File: config.mk
export PLATFORM = sky130hd
export DESIGN_NAME = alu_seq
export DESIGN_NICKNAME = d
export VERILOG_FILES = /design/src/rtl/alu_seq.sv
export SDC_FILE = /design/constraint.sdc
export NUM_CORES = 1
export LEC_CHECK = 0
export CAP_MARGIN = 10
export CELL_PAD_IN_SITES_DETAIL_PLACEMENT = 0
export CELL_PAD_IN_SITES_GLOBAL_PLACEMENT = 1
export CORE_MARGIN = 2
export CORE_UTILIZATION = 35
export CTS_CLUSTER_SIZE = 10
export DETAILED_ROUTE_END_ITERATION = 8
export PLACE_DENSITY_LB_ADDON = 0.05
export SYNTH_ARGS = -nofsm -noshare
export SYNTH_HDL_FRONTEND = slang
export SYNTH_SLANG_ARGS = --single-unit
File: constraint.sdc
create_clock -name clk -period 2.25 [get_ports clk]
set_clock_uncertainty 0.15 [all_clocks]
set_input_delay 0.45 -clock clk [delete_from_list [all_inputs] [get_ports clk]]
set_output_delay 0.45 -clock clk [all_outputs]
set_load 0.05 [all_outputs]
File: src/rtl/alu_seq.sv
// alu_seq -- registered ALU with valid/ready handshakes on both sides.
//
// Single-cycle ops (add, sub, and, or, xor, shl, shr, nop, and div/mod by
// zero) are computed straight from the inputs on the accept edge. Their
// result and flags are loaded on that edge, and the FSM goes IDLE -> DONE.
// mul, and div/mod with a nonzero divisor, go IDLE -> BUSY and run WIDTH
// shift-add or restoring-division steps. The last step loads the result and
// flags and moves to DONE. The result is held in DONE until out_ready.
//
// Ports:
//   clk        rising-edge clock
//   rst_n      asynchronous active-low reset
//   in_valid   operands/opcode presented
//   in_ready   block can accept (IDLE and not in reset)
//   A, B       operands, WIDTH bits
//   operation  4-bit opcode
//   out_valid  result/flags valid, held until out_ready
//   out_ready  consumer accepts the result
//   result     registered result, WIDTH bits
//   N, Z, C, V registered negative / zero / carry / overflow flags
module alu_seq #(
  parameter int WIDTH = 4
) (
  input  logic             clk,
  input  logic             rst_n,
  input  logic             in_valid,
  output logic             in_ready,
  input  logic [WIDTH-1:0] A,
  input  logic [WIDTH-1:0] B,
  input  logic [3:0]       operation,
  output logic             out_valid,
  input  logic             out_ready,
  output logic [WIDTH-1:0] result,
  output logic             N,
  output logic             Z,
  output logic             C,
  output logic             V
);

  localparam logic [3:0] OP_ADD = 4'b0000;
  localparam logic [3:0] OP_SUB = 4'b0001;
  localparam logic [3:0] OP_MUL = 4'b0010;
  localparam logic [3:0] OP_DIV = 4'b0011;
  localparam logic [3:0] OP_MOD = 4'b0100;
  localparam logic [3:0] OP_AND = 4'b0101;
  localparam logic [3:0] OP_OR  = 4'b0110;
  localparam logic [3:0] OP_XOR = 4'b0111;
  localparam logic [3:0] OP_SHL = 4'b1000;
  localparam logic [3:0] OP_SHR = 4'b1001;

  // The shift amount is B[SW-1:0]. The iteration counter runs 0..WIDTH-1.
  localparam int SW = $clog2(WIDTH);
  localparam int CW = $clog2(WIDTH);

  typedef enum logic [1:0] {
    IDLE = 2'd0,
    BUSY = 2'd1,
    DONE = 2'd2
  } state_t;

  state_t           state_reg, state_next;
  logic [3:0]       op_reg;
  logic [WIDTH-1:0] a_reg, b_reg;
  logic [WIDTH-1:0] hi_reg, lo_reg;   // mul: {product hi, multiplier/product lo}
                                      // div: {remainder, dividend/quotient}
  logic [CW-1:0]    cnt_reg;
  logic [WIDTH-1:0] result_reg;
  logic             n_reg, z_reg, c_reg, v_reg;

  logic accept;
  logic iter_op;
  logic last_iter;

  assign accept    = in_valid && in_ready;
  assign iter_op   = (operation == OP_MUL) ||
                     (((operation == OP_DIV) || (operation == OP_MOD)) && (B != '0));
  assign last_iter = (state_reg == BUSY) && (cnt_reg == CW'(WIDTH - 1));

  // ---------------------------------------------------------------- FSM
  always_ff @(posedge clk or negedge rst_n) begin
    if (!rst_n) begin
      state_reg <= IDLE;
    end else begin
      state_reg <= state_next;
    end
  end

  always_comb begin
    state_next = state_reg;
    case (state_reg)
      IDLE: if (accept) state_next = iter_op ? BUSY : DONE;
      BUSY: if (last_iter) state_next = DONE;
      DONE: if (out_ready) state_next = IDLE;
      default: state_next = IDLE;
    endcase
  end

  always_comb begin
    in_ready  = rst_n && (state_reg == IDLE);
    out_valid = (state_reg == DONE);
  end

  // ------------------------------------------- single-cycle datapath
  logic [WIDTH-1:0] quick_res;
  logic             quick_c, quick_v;
  logic [WIDTH:0]   add_w, sub_w, shl_w, shr_w;
  logic [SW-1:0]    amt;

  always_comb begin
    amt   = B[SW-1:0];
    add_w = {1'b0, A} + {1'b0, B};
    sub_w = {1'b0, A} - {1'b0, B};
    // One extra bit catches the last bit shifted out on either side.
    shl_w = {1'b0, A} << amt;
    shr_w = {A, 1'b0} >> amt;

    quick_res = '0;
    quick_c   = 1'b0;
    quick_v   = 1'b0;
    case (operation)
      OP_ADD: begin
        quick_res = add_w[WIDTH-1:0];
        quick_c   = add_w[WIDTH];
        quick_v   = (A[WIDTH-1] == B[WIDTH-1]) && (add_w[WIDTH-1] != A[WIDTH-1]);
      end
      OP_SUB: begin
        quick_res = sub_w[WIDTH-1:0];
        quick_c   = ~sub_w[WIDTH];          // no borrow means A >= B
        quick_v   = (A[WIDTH-1] != B[WIDTH-1]) && (sub_w[WIDTH-1] != A[WIDTH-1]);
      end
      OP_DIV, OP_MOD: begin
        // This path is reached only when B == 0.
        quick_res = '1;
        quick_v   = 1'b1;
      end
      OP_AND: quick_res = A & B;
      OP_OR:  quick_res = A | B;
      OP_XOR: quick_res = A ^ B;
      OP_SHL: begin
        quick_res = shl_w[WIDTH-1:0];
        quick_c   = shl_w[WIDTH];
      end
      OP_SHR: begin
        quick_res = shr_w[WIDTH:1];
        quick_c   = shr_w[0];
      end
      default: begin
        quick_res = '0;
      end
    endcase
  end

  // ---------------------------------------------- iterative datapath
  logic [WIDTH:0]   mul_sum, div_shift, div_diff;
  logic             div_fits;
  logic [WIDTH-1:0] step_hi, step_lo;
  logic [WIDTH-1:0] fin_res;
  logic             fin_cv;

  always_comb begin
    // Shift-add: add A to the high half when the multiplier LSB is set.
    // Then shift the whole {carry, hi, lo} right by one.
    mul_sum = {1'b0, hi_reg} + (lo_reg[0] ? {1'b0, a_reg} : '0);

    // Restoring division: shift the next dividend bit into the remainder.
    // Subtract the divisor only when the remainder fits.
    div_shift = {hi_reg, lo_reg[WIDTH-1]};
    div_diff  = div_shift - {1'b0, b_reg};
    div_fits  = (div_shift >= {1'b0, b_reg});

    if (op_reg == OP_MUL) begin
      step_hi = mul_sum[WIDTH:1];
      step_lo = {mul_sum[0], lo_reg[WIDTH-1:1]};
    end else begin
      step_hi = div_fits ? div_diff[WIDTH-1:0] : div_shift[WIDTH-1:0];
      step_lo = {lo_reg[WIDTH-2:0], div_fits};
    end

    fin_res = step_lo;
    fin_cv  = 1'b0;
    if (op_reg == OP_MUL) begin
      fin_cv = (step_hi != '0);
    end else if (op_reg == OP_MOD) begin
      fin_res = step_hi;
    end
  end

  // ------------------------------------- operand, work and output regs
  always_ff @(posedge clk or negedge rst_n) begin
    if (!rst_n) begin
      op_reg     <= '0;
      a_reg      <= '0;
      b_reg      <= '0;
      hi_reg     <= '0;
      lo_reg     <= '0;
      cnt_reg    <= '0;
      result_reg <= '0;
      n_reg      <= 1'b0;
      z_reg      <= 1'b0;
      c_reg      <= 1'b0;
      v_reg      <= 1'b0;
    end else begin
      if (state_reg == IDLE && accept) begin
        op_reg  <= operation;
        a_reg   <= A;
        b_reg   <= B;
        cnt_reg <= '0;
        if (iter_op) begin
          hi_reg <= '0;
          lo_reg <= (operation == OP_MUL) ? B : A;
        end else begin
          result_reg <= quick_res;
          n_reg      <= quick_res[WIDTH-1];
          z_reg      <= (quick_res == '0);
          c_reg      <= quick_c;
          v_reg      <= quick_v;
        end
      end else if (state_reg == BUSY) begin
        hi_reg  <= step_hi;
        lo_reg  <= step_lo;
        cnt_reg <= cnt_reg + CW'(1);
        if (last_iter) begin
          result_reg <= fin_res;
          n_reg      <= fin_res[WIDTH-1];
          z_reg      <= (fin_res == '0);
          c_reg      <= fin_cv;
          v_reg      <= fin_cv;
        end
      end
    end
  end

  assign result = result_reg;
  assign N      = n_reg;
  assign Z      = z_reg;
  assign C      = c_reg;
  assign V      = v_reg;

endmodule

==> flow_summary_export.csv, run 1 <==
group,metric,value,unit
run_status,status,"finished, violations left",
run_status,violations,"setup timing",
drt,first_pass_iters,7,
cells_and_area,seq_area,776,µm²
worst_setup_path,rrSetupSlack,-0.23,ns
sta,min_period_over_period,1.10,
clocking,numCtsBuffers,5,
logic_synthesis,ys_seq_elements,31,
grt,grt_busiest_layer,"met2",
sta,maxSlewHeadroom,0.644,
grt,grt_pass1_wl,17.5,mm
sta,whs,0.115,ns
place,gp_congestion,0.880,
drt,num_vias,3295,
clocking,hold_buffers,0,
logic_synthesis,synth.largest_area_cell,"dfrtp_1",
pwr,p_int,2.79,mW
worst_setup_path,end_kind,"flop",
grt,grt_pass1_vias,3263,
drt,routedWlPerCell,17.7,µm
pwr,power_switching,2.18,mW
sta,worstMarginPinSlew,0.531,ns
logic_synthesis,yosysWarnings,0,
clocking,clk_pin_slew,0.07,ns
grt,grt_util_met3,0.0331,
logic_synthesis,synth_flop_cell,"dfrtp_1",
worst_setup_path,reg2regPathDepth,9,
drt,detailedRoute.firstIterationViolations,211,
clocking,cts.sinks,31,
drt,antenna_left,0,
drt,drc,0,
pwr,pwr-share-seq,0.196,
floorplan,die_x,97.6,µm
logic_synthesis,synth_area,3070,µm²
cells_and_area,drive_gt1_frac,0.409,
worst_setup_path,crit_fanout,4,
sta,period_needed,2.48,ns
pwr,p_per_area,1050,nW/µm²
floorplan,io_pins,26,
logic_synthesis,synth_area_leaders,"dfrtp_1 (25%), ha_1 (9.0%), o21ai_0 (5.9%), nand2_1 (5.9%), a21oi_1 (3.6%)",
grt,antenna_found_initial,0,
worst_setup_path,r2r-start,"lo_reg[3]",
grt,grt_usage,0.230,
pwr,leakagePower,2.10,nW
clocking,h-tree-depth,2,
cells_and_area,fillerInstances,807,
place,numPortBuffers,25,
sta,slew_violations,0,
worst_hold_path,hold_class,"input port to async pin",
logic_synthesis,synth_edf_count,0,
worst_setup_path,cp-start-kind,"flop",
grt,grt-ovfl-total,0,
drt,wl,10.9,mm
clocking,cts_buffer_depth,2,
worst_setup_path,worstSetupPathType,"flop to flop",
logic_synthesis,synth_seq_area_share,0.253,
pwr,combPwrFrac,0.702,
drt,avgViaCountPerCell,5.37,
place,dp_hpwl,8.25,mm
sta,worst_slack,-0.226,ns
grt,grt_max_degree,31,
cells_and_area,multi_input_area,2440,µm²
pwr,peakVddDrop,0.000593,V
pwr,sw_frac_of_total,0.438,
logic_synthesis,yosysTopAreaCellShare,0.253,
grt,grt_use_met1,0.349,
logic_synthesis,synth_nets,423,
job,max-cap-violations,0,
clocking,root_buffer,"clkbuf_8",
floorplan,die_h,97.6,µm
logic_synthesis,postSynth.asyncResetShare,1.00,
pwr,clkPwrFrac,0.102,
sta,setup_viol,5,
floorplan,fp.coreArea,8590,µm²
floorplan,die_area,9520,µm²
clocking,worst_skew_pair.late_latency,0.29,ns
logic_synthesis,syn_inst,381,
worst_setup_path,rr_endpoint,"Z",
logic_synthesis,syn_area_per_cell,8.05,µm²
clocking,cts_tree,"done",
worst_setup_path,crit_arrival,2.50,ns
grt,grt_util_met2,0.353,
worst_setup_path,required,2.28,ns
sta,hold_viol,0,
floorplan,floorplan.initialDensity,0.357,
sta,rsz0062_at_grt,"true",
cells_and_area,n_antenna_cell,0,
sta,max_freq,404,MHz
cells_and_area,area_growth,54.4,%
logic_synthesis,synth_cell_types,73,
pwr,power,4.97,mW
floorplan,row_count,34,
cells_and_area,nets,547,
==> power by group through the flow <==
stage	logic [mW]	registers [mW]	clock network, mW
floorplan	1.70	1.13	0
global placement	3.07	0.975	0
detailed placement	3.08	0.982	0
CTS	3.23	0.975	0.520
global route	3.79	1.01	0.549
finish	3.49	0.975	0.510
==> metal layers <==
layer / share of wire / up-vias
met5: 0 / -
met4: 0.0082 / 0
met3: 0.040 / 8
met2: 0.45 / 71
met1: 0.50 / 1582
li1: - / 1634
==> metrics by stage <==
step | util | cells | area (µm²) | setup TNS, ns | setup slack (ns)
global placement | 0.488 | 596 | 4200 | -7.64 | -0.753
CTS | 0.535 | 612 | 4600 | -0.749 | -0.198
global route | 0.551 | 614 | 4730 | -1.14 | -0.266
detailed placement | 0.488 | 596 | 4200 | -8.66 | -0.931
floorplan | - | 381 | 3110 | -0.197 | -0.122
finish | 0.551 | 614 | 4730 | -0.724 | -0.226
==> how the worst max path moves through the flow <==
| stage | startpoint | to | slack (ns) | cells after the start |
|---|---|---|---|---|
| after global routing | lo_reg[3] | Z | -0.27 | 9 |
| after floorplan | lo_reg[3] | Z | -0.12 | 8 |
| after CTS | lo_reg[3] | Z | -0.20 | 9 |
| after global placement | B[2] | Z | -0.75 | 9 |
| after detailed placement | A[2] | Z | -0.93 | 9 |
| final | lo_reg[3] | Z | -0.23 | 9 |
==> critical path, stage by stage, from the launching register on <==
cell and delay [ns]:
dfrtp_1 0.39, inv_2 0.07, ha_4 0.14, inv_2 0.04, fa_2 0.33, nor3b_2 0.16
o31a_2 0.31, o31ai_4 0.34, a21boi_2 0.10, a221o_1 0.32
==> cells by family (layout without fill, tap and decap cells) <==
logic type | after synthesis | after routing | share of synthesized area
compound gates | 119 | 119 | 0.270
mux | 10 | 10 | 0.0339
buf+inv | 51 | 176 | 0.0678
flops | 31 | 31 | 0.253
simple gates | 138 | 138 | 0.242
fa+ha+maj | 26 | 26 | 0.116
xor+xnor | 6 | 6 | 0.0171
==> what timing repair did <==
action	in CTS	in global routing
gates resized for setup	81	31
endpoints found under the setup margin	15	13
buffers inserted	8	2
gates cloned	1	0
pin swaps	17	12
==> layout make-up <==
class / instances / share of cell area
inverter: 28 / 0.0238
timing repair buffer: 140 / 0.248
tap: 108 / 0.0285
sequential: 31 / 0.164
multi-input combinational: 299 / 0.515
clock buffer: 8 / 0.0211
==> cell usage after synthesis, types with 2 or more instances <==
library cell  number
nand3b_1           4
a22oi_1            2
o21bai_1           2
nand2_1           48
o31ai_1            2
a211o_1            3
a21oi_1           22
a311oi_1           2
nor4b_1            3
mux2_2             3
inv_1             27
a221o_1            2
o21ai_0           36
and2_1             6
o211ai_1           9
ha_1              22
a2111oi_0          2
dfrtp_1           31
fa_1               4
buf_1              2
mux2i_1            7
o2bb2ai_1          3
or2_2              2
nand3_1           10
nor2b_1            7
a211oi_1           6
a21o_1             3
buf_2              4
nor3b_1            4
nor3_1             9
o21a_1             4
or3_1              3
a31oi_1            2
o22ai_1            2
xnor2_1            5
clkbuf_1          15
nand2b_1           7
nor4_1             5
nor2_1            16
nand4_1            2
==> cells in the final DEF (no fill, tap or decap), types with 3 or more instances in the layout <==
cell type        count
buf_4              103
nand2_1             48
dfrtp_1             31
o21ai_0             30
a21oi_1             18
inv_1               16
nor2_1              14
ha_1                13
clkdlybuf4s50_1     10
inv_2                9
nand3_1              9
o211ai_1             9
buf_6                9
nand2b_1             7
nor3_1               7
nor2b_1              7
mux2i_1              7
ha_4                 7
clkbuf_8             7
dlygate4sd2_1        7
xnor2_1              5
a211oi_1             5
a21oi_2              4
nand3b_1             4
o21a_1               4
fa_2                 4
and2_1               3
a21o_1               3
o21ai_2              3
o21ai_1              3
nor4_1               3
or2_4                3
a2111oi_4            3
nor3_2               3
a211o_1              3
buf_2                3
dlymetal6s2s_1       3
buf_12               3
Note: power is estimated with default switching activity, not from simulation.
==> run 2: changes to the inputs <==
--- a/config.mk
+++ b/config.mk
@@ -9,7 +9,7 @@
 export CELL_PAD_IN_SITES_DETAIL_PLACEMENT = 0
 export CELL_PAD_IN_SITES_GLOBAL_PLACEMENT = 1
 export CORE_MARGIN = 2
-export CORE_UTILIZATION = 35
+export CORE_UTILIZATION = 30
 export CTS_CLUSTER_SIZE = 10
 export DETAILED_ROUTE_END_ITERATION = 8
 export PLACE_DENSITY_LB_ADDON = 0.05
==> run 2 against run 1 <==
- the flow still finishes with violations (setup timing)
- clock-buffer cell count fell by 2
- die area rose by 16%
- global-route usage fell by 2.9 points
- design area rose by 1.2%
- core utilization fell by 6.5 points
- wire length rose by 2.9%
- register-to-register slack barely moved
- critical path depth did not move
- clock power rose by 15%
- sequential cell count did not move
- critical endpoint unchanged
- largest power group unchanged
- highest routed layer unchanged
==> flow_summary_export.csv, run 2 (synthesis results as in run 1) <==
group,metric,value,unit
drt,antenna_left,0,
grt,grt_max_degree,29,
worst_setup_path,rrSetupSlack,-0.22,ns
run_status,violations,"setup timing",
grt,grt_pass1_wl,17.4,mm
worst_setup_path,startpoint,"lo_reg[3]",
floorplan,row_count,36,
place,dpl.cell_count,619,
sta,period_needed,2.47,ns
cells_and_area,nets,547,
cells_and_area,multi_input_area,2460,µm²
sta,hold_viol,0,
sta,whs,0.333,ns
worst_hold_path,hold_class,"flop to flop",
cells_and_area,final_common_cell,"buf_4",
clocking,worst_skew_pair.late_latency,0.29,ns
worst_setup_path,crit_arrival,2.50,ns
place,post-place-ws,-0.955,ns
place,placed_area,4200,µm²
cells_and_area,design_area,4790,µm²
grt,grt_usage,0.201,
grt,antenna_found_initial,0,
place,gp_congestion,0.893,
floorplan,fp.coreArea,9860,µm²
pwr,p_per_area,1090,nW/µm²
drt,first_pass_iters,4,
cells_and_area,drive_gt1_frac,0.405,
worst_setup_path,required,2.28,ns
cells_and_area,seq_area,776,µm²
place,numPortBuffers,25,
drt,drc,0,
job,max-cap-violations,0,
drt,routedWlPerCell,17.5,µm
sta,rsz0062_at_grt,"true",
clocking,clk_pin_slew,0.07,ns
drt,detailedRoute.firstIterationViolations,128,
cells_and_area,fillerInstances,967,
worst_setup_path,end_kind,"flop",
floorplan,die_area,11000,µm²
cells_and_area,area_growth,56.3,%
run_status,status,"finished, violations left",
clocking,numCtsBuffers,5,
clocking,cts.sinks,31,
drt,avgViaCountPerCell,5.12,
clocking,cts_tree,"done",
worst_setup_path,worstSetupPathType,"flop to flop",
worst_setup_path,r2r-start,"lo_reg[3]",
clocking,h-tree-depth,2,
floorplan,floorplan.initialDensity,0.311,
drt,wl,11.2,mm
cells_and_area,utilization,0.486,
floorplan,io_pins,26,
sta,min_period_over_period,1.10,
pwr,power,5.22,mW
drt,num_vias,3269,
place,dp_hpwl,8.41,mm
sta,max_freq,405,MHz
sta,worstMarginPinSlew,0.582,ns
worst_setup_path,reg2regPathDepth,9,
cells_and_area,n_antenna_cell,0,
sta,setup_viol,8,
pwr,leakagePower,2.09,nW
worst_setup_path,crit_fanout,4,
sta,maxSlewHeadroom,0.610,
clocking,cts_buffer_depth,2,
worst_setup_path,crit_end,"Z",
clocking,root_buffer,"clkbuf_8",
floorplan,die_h,105,µm
pwr,peakVddDrop,0.000458,V
worst_setup_path,rr_endpoint,"Z",
cells_and_area,fin_cells,639,
grt,grt_pass1_vias,3132,
sta,setup_tns,-1.03,ns
grt,grt-ovfl-total,0,
sta,slew_violations,0,
cells_and_area,mostFrequentLayoutCells,"buf_4 (104), nand2_1 (47), dfrtp_1 (31)",
floorplan,die_x,105,µm
worst_setup_path,cp-start-kind,"flop",
sta,worst_slack,-0.221,ns
==> run 2: changes by cell type in the layout (fill, tap and decap cells not counted), moves of 2 or more <==
cell and delta:
inv_1 +3, ha_2 +2, dlygate4sd2_1 -2, dlymetal6s2s_1 -3, buf_2 -3, o21ai_1 +2, clkbuf_2 +5, clkdlybuf4s15_1 +2
ha_1 -2, nor3_2 -3, nor3_4 +2, o21ai_0 -3
==> run 2: worst min path at each step <==
stage / startpoint / endpoint / slack (ns) / depth (start not counted)
after floorplan: rst_n / C / 0.004 / 0
after global placement: a_reg[3] / a_reg[3] / 0.31 / 2
after detailed placement: a_reg[3] / a_reg[3] / 0.32 / 2
after CTS: a_reg[3] / a_reg[3] / 0.34 / 2
after global routing: result[0] / result[0] / 0.37 / 2
final: a_reg[3] / a_reg[3] / 0.33 / 2
==> run 2: cell type report <==
class,instances,area share
multi-input combinational,299,0.513
timing repair buffer,140,0.244
sequential,31,0.162
tap,133,0.0347
inverter,28,0.0222
clock buffer,6,0.0172
clock inverter,2,0.00731
==> run 2: report_power, final <==
part / switching, mW / leakage [nW] / internal (mW)
Combinational: 1.81 / 1.64 / 1.84
Sequential: 0.214 / 0.389 / 0.773
Clock: 0.227 / 0.0612 / 0.358
==> run 2: critical path: stages (launching register included) <==
cell and delay [ns]:
dfrtp_1 0.39, inv_2 0.08, ha_4 0.15, inv_2 0.04
fa_2 0.34, nor3b_2 0.17, o31a_2 0.32, o31ai_4 0.34
a21boi_2 0.10, a221o_1 0.29
==> run 2: layer usage <==
layer | part of all wire | global-route usage | wire (µm) | up-vias
met5 | 0 | 0 | 0 | -
li1 | - | - | - | 1625
met4 | 0.0050 | 0.0314 | 56 | 0
met3 | 0.048 | 0.0256 | 536 | 5
met1 | 0.50 | 0.313 | 5570 | 1564
met2 | 0.45 | 0.298 | 5020 | 75
==> run 2: what timing repair did <==
item / 4_1_cts / 5_1_grt
buffers inserted: 1 / 11
resized for setup: 68 / 43
hold endpoints to repair: 0 / 0
hold buffers: 0 / 0
cloned: 1 / 0
pin swaps: 25 / 18
setup endpoints to repair: 14 / 14
